===== config.mk =====
export PLATFORM = sky130hd
export DESIGN_NAME = gen_chk_tx
export DESIGN_NICKNAME = d
export VERILOG_FILES = /design/src/rtl/gen_chk_tx.sv
export SDC_FILE = /design/constraint.sdc
export NUM_CORES = 1
export LEC_CHECK = 0
export CAP_MARGIN = 30
export CORE_UTILIZATION = 50
export DETAILED_ROUTE_END_ITERATION = 6
export GPL_ROUTABILITY_DRIVEN = 0
export PLACE_DENSITY = 0.75
export SLEW_MARGIN = 20
export SYNTH_ARGS = -nofsm -noshare
export SYNTH_HDL_FRONTEND = slang
export SYNTH_SLANG_ARGS = --single-unit

===== constraint.sdc =====
create_clock -name i_clk_2f -period 4.4 [get_ports i_clk_2f]
set_clock_uncertainty 0.05 [all_clocks]
set_input_delay 0.66 -clock i_clk_2f [delete_from_list [all_inputs] [get_ports i_clk_2f]]
set_output_delay 0.66 -clock i_clk_2f [all_outputs]
set_load 0.02 [all_outputs]

===== src/rtl/gen_chk_tx.sv =====
// gen_chk_tx: stimulus generator for the TX datapath plus a dual-path checker
// that compares the behavioural and synthesised TX output streams beat by beat.
module gen_chk_tx #(
    parameter int          DATA_W    = 32,
    parameter int          OUT_W     = 8,
    parameter int          NUM_WORDS = 16,
    parameter int          CNT_W     = 16,
    parameter int          DRAIN_CYC = 8,
    parameter logic [31:0] SEED      = 32'hACE1ACE1
) (
    input  logic              i_clk_2f,
    input  logic              i_reset,
    input  logic              i_start,
    input  logic [1:0]        i_mode,
    input  logic [DATA_W-1:0] i_pattern,
    input  logic [3:0]        i_gap,
    input  logic [OUT_W-1:0]  i_data_out_a,
    input  logic              i_valid_out_a,
    input  logic [OUT_W-1:0]  i_data_out_b,
    input  logic              i_valid_out_b,
    output logic              o_active,
    output logic              o_valid,
    output logic [DATA_W-1:0] o_data_input,
    output logic              o_busy,
    output logic              o_done,
    output logic              o_error,
    output logic [CNT_W-1:0]  o_err_count,
    output logic [CNT_W-1:0]  o_first_err_idx
);

    localparam int DRN_W = $clog2(DRAIN_CYC + 1);

    typedef enum logic [2:0] {IDLE, SEND, GAP, DRAIN, DONE} StateT;

    StateT             r_state;
    StateT             w_nextState;
    logic [1:0]        r_mode;
    logic [DATA_W-1:0] r_pattern;
    logic [3:0]        r_gap;
    logic [CNT_W-1:0]  r_idx;
    logic [3:0]        r_gapCnt;
    logic [DRN_W-1:0]  r_drainCnt;
    logic [31:0]       r_lfsr;
    logic [DATA_W-1:0] r_walk;
    logic              r_active;
    logic              r_valid;
    logic [DATA_W-1:0] r_dataInput;
    logic              r_busy;
    logic              r_done;
    logic              r_error;
    logic [CNT_W-1:0]  r_errCount;
    logic [CNT_W-1:0]  r_firstErrIdx;
    logic [CNT_W-1:0]  r_beatIdx;

    logic              w_startAccept;
    logic              w_lastWord;
    logic              w_gapEnd;
    logic              w_drainEnd;
    logic [31:0]       w_seed;
    logic [31:0]       w_lfsrNext;
    logic [DATA_W-1:0] w_lfsrWord;
    logic [DATA_W-1:0] w_word;
    logic              w_beat;
    logic              w_mismatch;

    // A new run is only taken once the previous one has fully settled, so the
    // cycle where the FSM has just reached DONE but busy is still high is excluded.
    assign w_startAccept = i_start && !r_busy && ((r_state == IDLE) || (r_state == DONE));
    assign w_lastWord    = (r_idx == CNT_W'(NUM_WORDS - 1));
    assign w_gapEnd      = (r_gapCnt == (r_gap - 4'd1));
    assign w_drainEnd    = (r_drainCnt == DRN_W'(DRAIN_CYC - 1));

    // A zero seed would lock the LFSR, so a zero pattern selects the default seed.
    assign w_seed     = (32'(i_pattern) == 32'd0) ? SEED : 32'(i_pattern);
    assign w_lfsrNext = {r_lfsr[30:0], r_lfsr[31] ^ r_lfsr[21] ^ r_lfsr[1] ^ r_lfsr[0]};
    assign w_lfsrWord = DATA_W'(r_lfsr);

    assign w_beat     = r_busy && (i_valid_out_a || i_valid_out_b);
    assign w_mismatch = (i_valid_out_a != i_valid_out_b) ||
                        (i_valid_out_a && i_valid_out_b && (i_data_out_a != i_data_out_b));

    // Select the word for the current index from the mode latched at start.
    always_comb begin
        w_word = r_pattern;
        case (r_mode)
            2'b00:   w_word = r_pattern + DATA_W'(r_idx);
            2'b01:   w_word = w_lfsrWord;
            2'b10:   w_word = r_pattern;
            default: w_word = r_walk;
        endcase
    end

    // State register.
    always_ff @(posedge i_clk_2f) begin
        if (i_reset) begin
            r_state <= IDLE;
        end else begin
            r_state <= w_nextState;
        end
    end

    // Next-state decode: one SEND per word, optional GAP stretch, then DRAIN.
    always_comb begin
        w_nextState = r_state;
        case (r_state)
            IDLE, DONE: begin
                if (w_startAccept) begin
                    w_nextState = SEND;
                end
            end
            SEND: begin
                if (w_lastWord) begin
                    w_nextState = DRAIN;
                end else if (r_gap != 4'd0) begin
                    w_nextState = GAP;
                end else begin
                    w_nextState = SEND;
                end
            end
            GAP: begin
                if (w_gapEnd) begin
                    w_nextState = SEND;
                end
            end
            DRAIN: begin
                if (w_drainEnd) begin
                    w_nextState = DONE;
                end
            end
            default: w_nextState = IDLE;
        endcase
    end

    // Run configuration, word index, gap/drain timers and pattern generators.
    always_ff @(posedge i_clk_2f) begin
        if (i_reset) begin
            r_mode     <= 2'b00;
            r_pattern  <= '0;
            r_gap      <= 4'd0;
            r_idx      <= '0;
            r_gapCnt   <= 4'd0;
            r_drainCnt <= '0;
            r_lfsr     <= SEED;
            r_walk     <= DATA_W'(1);
        end else begin
            case (r_state)
                IDLE, DONE: begin
                    if (w_startAccept) begin
                        r_mode     <= i_mode;
                        r_pattern  <= i_pattern;
                        r_gap      <= i_gap;
                        r_idx      <= '0;
                        r_gapCnt   <= 4'd0;
                        r_drainCnt <= '0;
                        r_lfsr     <= w_seed;
                        r_walk     <= DATA_W'(1);
                    end
                end
                SEND: begin
                    r_lfsr   <= w_lfsrNext;
                    r_walk   <= {r_walk[DATA_W-2:0], r_walk[DATA_W-1]};
                    r_gapCnt <= 4'd0;
                    if (!w_lastWord) begin
                        r_idx <= r_idx + CNT_W'(1);
                    end
                end
                GAP: begin
                    r_gapCnt <= r_gapCnt + 4'd1;
                end
                DRAIN: begin
                    r_drainCnt <= r_drainCnt + DRN_W'(1);
                end
                default: begin
                end
            endcase
        end
    end

    // Registered stimulus and status outputs, one cycle behind the FSM state.
    always_ff @(posedge i_clk_2f) begin
        if (i_reset) begin
            r_active    <= 1'b0;
            r_valid     <= 1'b0;
            r_dataInput <= '0;
            r_busy      <= 1'b0;
            r_done      <= 1'b0;
        end else begin
            case (r_state)
                SEND: begin
                    r_active    <= 1'b1;
                    r_valid     <= 1'b1;
                    r_dataInput <= w_word;
                    r_busy      <= 1'b1;
                    r_done      <= 1'b0;
                end
                GAP: begin
                    r_active <= 1'b1;
                    r_valid  <= 1'b0;
                    r_busy   <= 1'b1;
                    r_done   <= 1'b0;
                end
                DRAIN: begin
                    r_active    <= 1'b0;
                    r_valid     <= 1'b0;
                    r_dataInput <= '0;
                    r_busy      <= 1'b1;
                    r_done      <= 1'b0;
                end
                DONE: begin
                    r_active    <= 1'b0;
                    r_valid     <= 1'b0;
                    r_dataInput <= '0;
                    r_busy      <= 1'b0;
                    r_done      <= !w_startAccept;
                end
                default: begin
                    r_active    <= 1'b0;
                    r_valid     <= 1'b0;
                    r_dataInput <= '0;
                    r_busy      <= 1'b0;
                    r_done      <= 1'b0;
                end
            endcase
        end
    end

    // Beat checker: counts at most one mismatch per beat, saturating, and
    // remembers the beat index of the first one.
    always_ff @(posedge i_clk_2f) begin
        if (i_reset) begin
            r_error       <= 1'b0;
            r_errCount    <= '0;
            r_firstErrIdx <= '0;
            r_beatIdx     <= '0;
        end else if (w_startAccept) begin
            r_error       <= 1'b0;
            r_errCount    <= '0;
            r_firstErrIdx <= '0;
            r_beatIdx     <= '0;
        end else if (w_beat) begin
            r_beatIdx <= r_beatIdx + CNT_W'(1);
            if (w_mismatch) begin
                r_error <= 1'b1;
                if (r_errCount != '1) begin
                    r_errCount <= r_errCount + CNT_W'(1);
                end
                if (!r_error) begin
                    r_firstErrIdx <= r_beatIdx;
                end
            end
        end
    end

    assign o_active        = r_active;
    assign o_valid         = r_valid;
    assign o_data_input    = r_dataInput;
    assign o_busy          = r_busy;
    assign o_done          = r_done;
    assign o_error         = r_error;
    assign o_err_count     = r_errCount;
    assign o_first_err_idx = r_firstErrIdx;

endmodule

Word-level counts from Yosys, hierarchy flattened
Index checks and enable logic that the tools add are counted.
- logic and storage cells: 99
- bits of input ports: 59
- bits in registers: 214
- reductions and logical operators: 31
- $add $sub $neg: 7
- muxes and demuxes: 22
- bitwise logic cells: 5
- equality and inequality tests: 16
- operators by type and width (kind ; number):
    $pmux 32 s2 ; 3
    $mux 32 ; 3
    $pmux 32 s3 ; 1
    $add 16x1->16 const B ; 3
    $add 32x16->32 ; 1
    $logic_not 32->1 ; 1
    $mux 16 ; 2
    $pmux 16 s2 ; 1
    $eq 16x4->1 const B ; 1
    $ne 16x16->1 const B ; 1
    $pmux 3 s4 ; 1
    $pmux 4 s3 ; 1
    $reduce_and 3->1 ; 4
    $reduce_and 2->1 ; 5
    $mux 3 ; 3
    $add 4x1->4 const B ; 2
    $ne 2x2->1 const B ; 4
    $ne 8x8->1 ; 1
    $pmux 4 s2 ; 1
    $reduce_or 2->1 ; 4
    $eq 3x2->1 const B ; 2
    $logic_and 1x1->1 ; 5
    $eq 4x3->1 const B ; 1
    $eq 4x4->1 ; 1
    other kinds (19) ; 29

Logic depth before layout (Yosys ltp)
Gate-level depths: netlist of run 1.
- depth after elaboration: 5
- depth in mapped cells: 11

Least setup slack after synthesis of run 1
No wires, ideal clock.
- kind: reg-to-reg
- from: reg r_idx[0]
- to: reg r_dataInput[8] (netlist: o_data_input[8])
- setup slack: 1.949 ns
- data required time: 4.233 ns
- buffers on the path: 0
- clock period less this slack: 2.451 ns
- stages on the path, launching flop included: 12
- arrival time: 2.284 ns
- path through: dfxtp_1 ha_1 inv_1 fa_1 nor2b_1 o21a_1 nor2_4 o21ai_2 a31oi_1 xnor2_1 mux4_2 a22o_1
- longest elaborated chain between the ends: 3
- RTL lines (element ; line ; text):
    start: declaration ; 40 ; logic [CNT_W-1:0] r_idx;
    start signal: assignment ; 164 ; r_idx <= r_idx + CNT_W'(1);
    $add 32x16->32 ; 86 ; 2'b00: w_word = r_pattern + DATA_W'(r_idx);
    $pmux 32 s3 ; 85 ; case (r_mode)
    $pmux 32 s2 ; 188 ; case (r_state)
    end signal: assignment ; 192 ; r_dataInput <= w_word;
    end: declaration ; 47 ; logic [DATA_W-1:0] r_dataInput;
Every way passes these cells.
A chain may end at the register's enable or synchronous reset.

Final worst setup path of run 1
- from: reg r_idx[7]
- to: reg r_dataInput[16] (netlist: o_data_input[16])
Same word-level chain as after synthesis.

==> flow_metrics.env, run 1 <==
export IMPL_outcome="complete, no violations"
export IMPL_postCtsSetupBuffers=0
export IMPL_layout_worst_path_cycle_share_pct=66.1
export IMPL_most_frequent_cells_in_the_layout="dfxtp_1, nand2_1, clkdlybuf4s50_1, nor2_1, a21oi_1"
export IMPL_worst_slew_pin_slew_ns=0.761
export IMPL_initial_antenna_violation_count=0
export IMPL_synth_edf_count=0
export IMPL_ys_seq_area_share_pct=42.7
export IMPL_synth_ff_type="dfxtp_1"
export IMPL_grt_remaining_overflow=0
export IMPL_routed_wl_um=25300
export IMPL_vias=8803
export IMPL_mappedNetlistNets=1239
export IMPL_yosys_warnings=0
export IMPL_tritoncts="done"
export IMPL_holdBufCountCts=0
export IMPL_via_count_of_the_first_global_routing_pass=8343
export IMPL_synth_area_um2=10000
export IMPL_timing_max_transition_violations_final=0
export IMPL_filler_cell_count=1706
export IMPL_synth_seq_cells=214
export IMPL_cp_data_required_time_ns=4.75
export IMPL_utilization_pct=62.7
export IMPL_maximum_level_of_the_cts_h_tree=1
export IMPL_avgViaCountPerCell=5.73
export IMPL_synthesis_instances=1154
export IMPL_crit_end_category="flip-flop"
export IMPL_holdCritPathClass="reg2reg"
export IMPL_worst_hold_slack_ns=0.389
export IMPL_critical_path_reg2reg_startpoint="r_idx[7]$_SDFFE_PP0P_"
export IMPL_hold_path_startpoint="o_data_input[17]$_SDFFE_PP0N_"
export IMPL_postSynthAreaPerCell_um2=8.70
export IMPL_global_route_usage_total_pct=25.0
export IMPL_drc_errors=0
export IMPL_setup_ws_ns=1.49
export IMPL_max_cap_viol_count=0
export IMPL_grt_pass1_wl_um=41300
export IMPL_synth_top_cells_by_area="dfxtp_1, nand2_1, nor2_1"
export IMPL_num_nets_final=1340
export IMPL_cp_startpoint="r_idx[7]$_SDFFE_PP0P_"
export IMPL_power_leakage_uw=0.00451
export IMPL_powerDensity_nw_per_um2=505
export IMPL_ioPinCount=128
export IMPL_drtPass1Iterations=5
export IMPL_min_delay_worst_endpoint="o_data_input[17]$_SDFFE_PP0N_"
export IMPL_relSlewSlack_pct=49.3
export IMPL_area_growth_syn_to_fin_pct=22.3
export IMPL_cts_resized=0
export IMPL_die_width_um=144
export IMPL_dieHeight_um=144
export IMPL_worstPathArrival_ns=3.26
export IMPL_maximum_clock_rate_mhz=344
export IMPL_drive_gt1_share_pct=7.79
export IMPL_sink_count=214
export IMPL_report_final_hold_viol_count=0
export IMPL_setup_worst_path_class="reg2reg"
export IMPL_ctsRootBufferMaster="clkbuf_16"
export IMPL_design_core_area_um2=19600
export IMPL_drt_first_iter_violations=609
export IMPL_reg2reg_depth=8
export IMPL_detailedPlace_worstSlack_ns=1.21
export IMPL_rsz0062_at_grt="no"
export IMPL_number_of_buffers_created_by_cts=23
export IMPL_wl_per_cell_um=16.5
export IMPL_antenna_diode_count=0
export IMPL_clk_pin_slew_ns=0.06
export IMPL_setup_viol=0
export IMPL_dieArea_um2=20700
export IMPL_synth_largest_type_area_fraction_pct=42.7
export IMPL_dpl_hpwl_um=17400
export IMPL_setup_total_negative_slack_ns=0
export IMPL_layout_cells_most_common="dfxtp_1"
export IMPL_clock_tree_buffer_depth=3
export IMPL_insertion_delay_ns=0.51
export IMPL_worst_r2r_setup_slack_ns=1.49
export IMPL_grt_max_degree=72
export IMPL_synth_largest_area_cell="dfxtp_1"
export IMPL_initial_core_util_pct=51.3
export IMPL_timing_rr_end="o_data_input[16]$_SDFFE_PP0N_"
export IMPL_final_critical_path_time_including_i_o_delays_and_setup_ns=2.91
export IMPL_ys_types=77
export IMPL_place_port_buffers=127
export IMPL_vdd_ir_drop_max_uv=346
export IMPL_cp_max_fo=7
export IMPL_antenna_violating_nets_post_route=0
export IMPL_timing_hold_worst_path_depth=2
export IMPL_worst_setup_sp_type="flip-flop"
export IMPL_synth_async_sr_flop_share_pct=0
export IMPL_row_count=51
[synthesized netlist by cell type, drive strengths merged, types with 7 or more instances]
cell,n
a211oi,7
a21o,12
a21oi,81
a221oi,19
a22o,35
a22oi,8
a31oi,27
and3,9
and4,8
buf,23
clkbuf,44
dfxtp,214
ha,25
inv,18
mux2i,36
mux4,9
nand2,185
nand2b,9
nand3,19
nand4,23
nor2,123
nor2b,7
nor3,17
nor4,12
o21ai,53
xnor2,21
xor2,46
[kinds of logic after synthesis]
logic type,count (synthesis),synth area share (%)
and+or+nand+nor,435,19.8
AOI/OAI and AO/OA,280,19.3
DFF,214,42.7
buffers and inverters,85,3.31
xor gates and xnor gates,67,5.84
muxes,47,5.83
adders and majority gates,26,3.31
[through the flow]
| step | std cells | area, um^2 | power [uW] |
|---|---|---|---|
| 2_1_floorplan | 1154 | 10000 | 3720 |
| 3_3_place_gp | 1494 | 11500 | 4250 |
| 3_5_place_dp | 1495 | 11500 | 4290 |
| 4_1_cts | 1536 | 12300 | 6230 |
| 5_1_grt | 1536 | 12300 | 6540 |
| 6_report | 1536 | 12300 | 6210 |
[how the worst max path moves through the flow]
stage,endpoint,slack [ns],cells after the start
6_report,o_data_input[16]$_SDFFE_PP0N_,1.49,8
5_1_grt,o_data_input[16]$_SDFFE_PP0N_,1.36,8
4_1_cts,o_data_input[16]$_SDFFE_PP0N_,1.50,8
3_5_place_dp,r_walk[12]$_SDFFE_PP0P_,1.21,8
3_3_place_gp,o_first_err_idx[3]$_SDFFE_PP0P_,1.22,9
2_1_floorplan,o_data_input[8]$_SDFFE_PP0N_,1.95,11
[final cells by class]
class | count | area (um^2) | share of cell area [%]
Clock buffer | 32 | 659 | 5.37
Clock inverter | 9 | 98.8 | 0.805
Inverter | 18 | 67.6 | 0.550
Multi-Input combinational cell | 855 | 5440 | 44.3
Sequential cell | 214 | 4290 | 34.9
Tap cell | 265 | 332 | 2.70
Timing Repair Buffer | 143 | 1390 | 11.4
[power by group]
part	total [uW]	switching, uW	internal [uW]
clock	1940	779	1160
sequential	2520	303	2220
combinational	1740	1090	658
[flip-flops by register name, summed over array words and instances, names as in the netlist, 2 cells and up]
register / flops
o_data_input: 32
r_lfsr: 32
r_pattern: 32
r_walk: 32
o_err_count: 16
o_first_err_idx: 16
r_beatIdx: 16
r_idx: 16
r_drainCnt: 4
r_gapCnt: 4
r_gap: 4
r_state: 3
r_mode: 2
[per-layer routing]
metal | up-vias | GRT usage, % | routed length (um)
li1 | 4315 | - | -
met1 | 4156 | 33.0 | 11300
met2 | 278 | 41.2 | 11800
met3 | 54 | 3.40 | 1500
met4 | 0 | 9.97 | 709
met5 | - | 0 | 0
[critical path, cell delays in order, from the launching register on]
cell and delay, ns:
dfxtp_1 0.48, ha_1 0.37, a21o_2 0.26, a211oi_2 0.29, o31ai_4 0.16, a211oi_4 0.51
mux2_2 0.39, o221ai_1 0.21, nand2_1 0.08
Note: power is estimated with default switching activity, not from simulation.
==> run 2: changes to the inputs <==
--- a/config.mk
+++ b/config.mk
@@ -9,7 +9,7 @@
 export CORE_UTILIZATION = 50
 export DETAILED_ROUTE_END_ITERATION = 6
 export GPL_ROUTABILITY_DRIVEN = 0
-export PLACE_DENSITY = 0.75
+export PLACE_DENSITY = 0.78
 export SLEW_MARGIN = 20
 export SYNTH_ARGS = -nofsm -noshare
 export SYNTH_HDL_FRONTEND = slang
==> constraint.sdc (replaced) <==
create_clock -name i_clk_2f -period 2.4 [get_ports i_clk_2f]
set_clock_uncertainty 0.05 [all_clocks]
set_input_delay 0.36 -clock i_clk_2f [delete_from_list [all_inputs] [get_ports i_clk_2f]]
set_output_delay 0.36 -clock i_clk_2f [all_outputs]
set_load 0.02 [all_outputs]
==> run 2 against run 1 <==
Net effect:
- the run now ends with setup timing left
- routed wire length is 9.0% higher
- die area unchanged
- largest power group unchanged
- setup slack worse by 1.6 ns
==> flow_metrics.env, run 2 (synthesized netlist as in run 1, its figures left out) <==
export IMPL_initial_core_util_pct=51.3
export IMPL_setup_ws_ns=-0.102
export IMPL_swShare_pct=35.1
export IMPL_setup_viol=13
export IMPL_antenna_diode_count=0
export IMPL_initial_antenna_violation_count=1
export IMPL_drc_errors=0
export IMPL_holdBufCountCts=0
export IMPL_routed_wl_um=27600
export IMPL_layout_cells_most_common="dfxtp_1"
export IMPL_vias=9340
export IMPL_final_cells=1618
export IMPL_cp_max_fo=6
export IMPL_setup_worst_path_class="reg2reg"
export IMPL_max_cap_viol_count=0
export IMPL_finalPower_uw=12000
export IMPL_drive_gt1_share_pct=16.5
export IMPL_p_sw_uw=4210
export IMPL_worst_setup_sp_type="flip-flop"
export IMPL_stdcell_area_um2=13200
export IMPL_worstPathArrival_ns=2.90
export IMPL_pwr_share_comb_pct=31.8
export IMPL_worst_slew_pin_slew_ns=0.586
export IMPL_timing_max_transition_violations_final=0
export IMPL_vdd_ir_drop_max_uv=658
export IMPL_place_port_buffers=127
export IMPL_design_core_area_um2=19600
export IMPL_maximum_clock_rate_mhz=400
export IMPL_maximum_level_of_the_cts_h_tree=1
export IMPL_number_of_buffers_created_by_cts=23
export IMPL_failed_checks="setup timing"
export IMPL_row_count=51
export IMPL_detailedPlace_worstSlack_ns=-0.191
export IMPL_wl_per_cell_um=17.0
export IMPL_grt_remaining_overflow=0
export IMPL_dieHeight_um=144
export IMPL_relSlewSlack_pct=60.6
export IMPL_rsz0062_at_grt="yes"
export IMPL_ioPinCount=128
export IMPL_cp_data_required_time_ns=2.80
export IMPL_powerDensity_nw_per_um2=906
export IMPL_antenna_violating_nets_post_route=0
export IMPL_report_final_hold_viol_count=0
export IMPL_worst_hold_slack_ns=0.341
export IMPL_dieArea_um2=20700
export IMPL_holdCritPathClass="in2reg"
export IMPL_insertion_delay_ns=0.51
export IMPL_clock_tree_buffer_depth=3
export IMPL_most_frequent_cells_in_the_layout="dfxtp_1, nand2_1, clkdlybuf4s50_1, nor2_1, buf_4"
export IMPL_avgViaCountPerCell=5.77
export IMPL_grt_max_degree=50
export IMPL_dpl_hpwl_um=19200
export IMPL_num_nets_final=1425
export IMPL_via_count_of_the_first_global_routing_pass=8835
export IMPL_tritoncts="done"
export IMPL_layout_worst_path_cycle_share_pct=104
export IMPL_final_critical_path_time_including_i_o_delays_and_setup_ns=2.50
export IMPL_place_inst=1572
export IMPL_drt_first_iter_violations=548
export IMPL_place_area_um2=12200
export IMPL_global_route_usage_total_pct=26.7
export IMPL_sink_count=214
export IMPL_power_leakage_uw=0.00498
export IMPL_crit_end_category="flip-flop"
export IMPL_intPower_uw=7780
export IMPL_power_share_sequential_pct=38.5
export IMPL_drtPass1Iterations=7
export IMPL_outcome="finished, violations left"
export IMPL_die_width_um=144
export IMPL_area_growth_syn_to_fin_pct=31.8
export IMPL_ctsRootBufferMaster="clkbuf_16"
export IMPL_grt_pass1_wl_um=44100
export IMPL_power_share_clock_pct=29.8
export IMPL_clk_pin_slew_ns=0.06
[run 2: worst max-delay path, cell delays in order (launching register included)]
cell	delay, ns
dfxtp_1	0.41
ha_1	0.27
buf_4	0.16
nand2_1	0.17
o21ai_1	0.14
and2b_1	0.23
a211oi_4	0.39
buf_4	0.20
mux2i_1	0.19
o211ai_1	0.12
nand2_1	0.10
[run 2: path summary, 6_finish.rpt]
kind / startpoint / endpoint / slack [ns] / cells past startpoint
max: r_pattern[12]$_SDFFE_PP0P_ / o_data_input[18]$_SDFFE_PP0N_ / -0.10 / 10
min: i_reset / r_walk[31]$_SDFFE_PP0P_ / 0.34 / 3
max reg2reg: r_pattern[12]$_SDFFE_PP0P_ / o_data_input[18]$_SDFFE_PP0N_ / -0.10 / 10
min reg2reg: o_data_input[21]$_SDFFE_PP0N_ / o_data_input[21]$_SDFFE_PP0N_ / 0.40 / 2
[run 2: stage by stage]
step / setup TNS [ns] / util, %
2_1_floorplan: 0 / -
3_3_place_gp: -0.685 / 62.3
3_5_place_dp: -3.91 / 62.3
4_1_cts: -0.242 / 66.8
5_1_grt: -2.43 / 67.5
6_report: -0.594 / 67.5
[run 2: area by class of cell]
| class | count | area, um^2 |
|---|---|---|
| inverters | 18 | 67.6 |
| repair buffers | 228 | 2100 |
| clock buffers | 28 | 604 |
| well taps | 265 | 332 |
| clock inverters | 10 | 143 |
| fillers | 1587 | 6360 |
| flip-flops and latches | 214 | 4300 |
| multi-input cells | 855 | 5680 |
[run 2: power groups by stage]
stage | sequential [uW] | combinational [uW] | clock (uW)
after CTS | 4580 | 3730 | 3610
final | 4610 | 3810 | 3570
after global routing | 4660 | 4130 | 3760
after floorplan | 4520 | 2310 | 0
after detailed placement | 4630 | 3650 | 0
after global placement | 4610 | 3570 | 0
[run 2: what timing repair did]
item | CTS | global route
endpoints found under the hold margin | 0 | 0
pin swaps | 18 | 30
setup buffers | 5 | 5
resized for setup | 21 | 28
endpoints found under the setup margin | 25 | 35
cloned | 0 | 0
[run 2: per-layer routing]
metal | routed length (um) | global-route usage, %
met1 | 12100 | 35.1
met3 | 1630 | 3.10
met5 | 0 | 0
met2 | 13300 | 45.9
met4 | 578 | 7.73
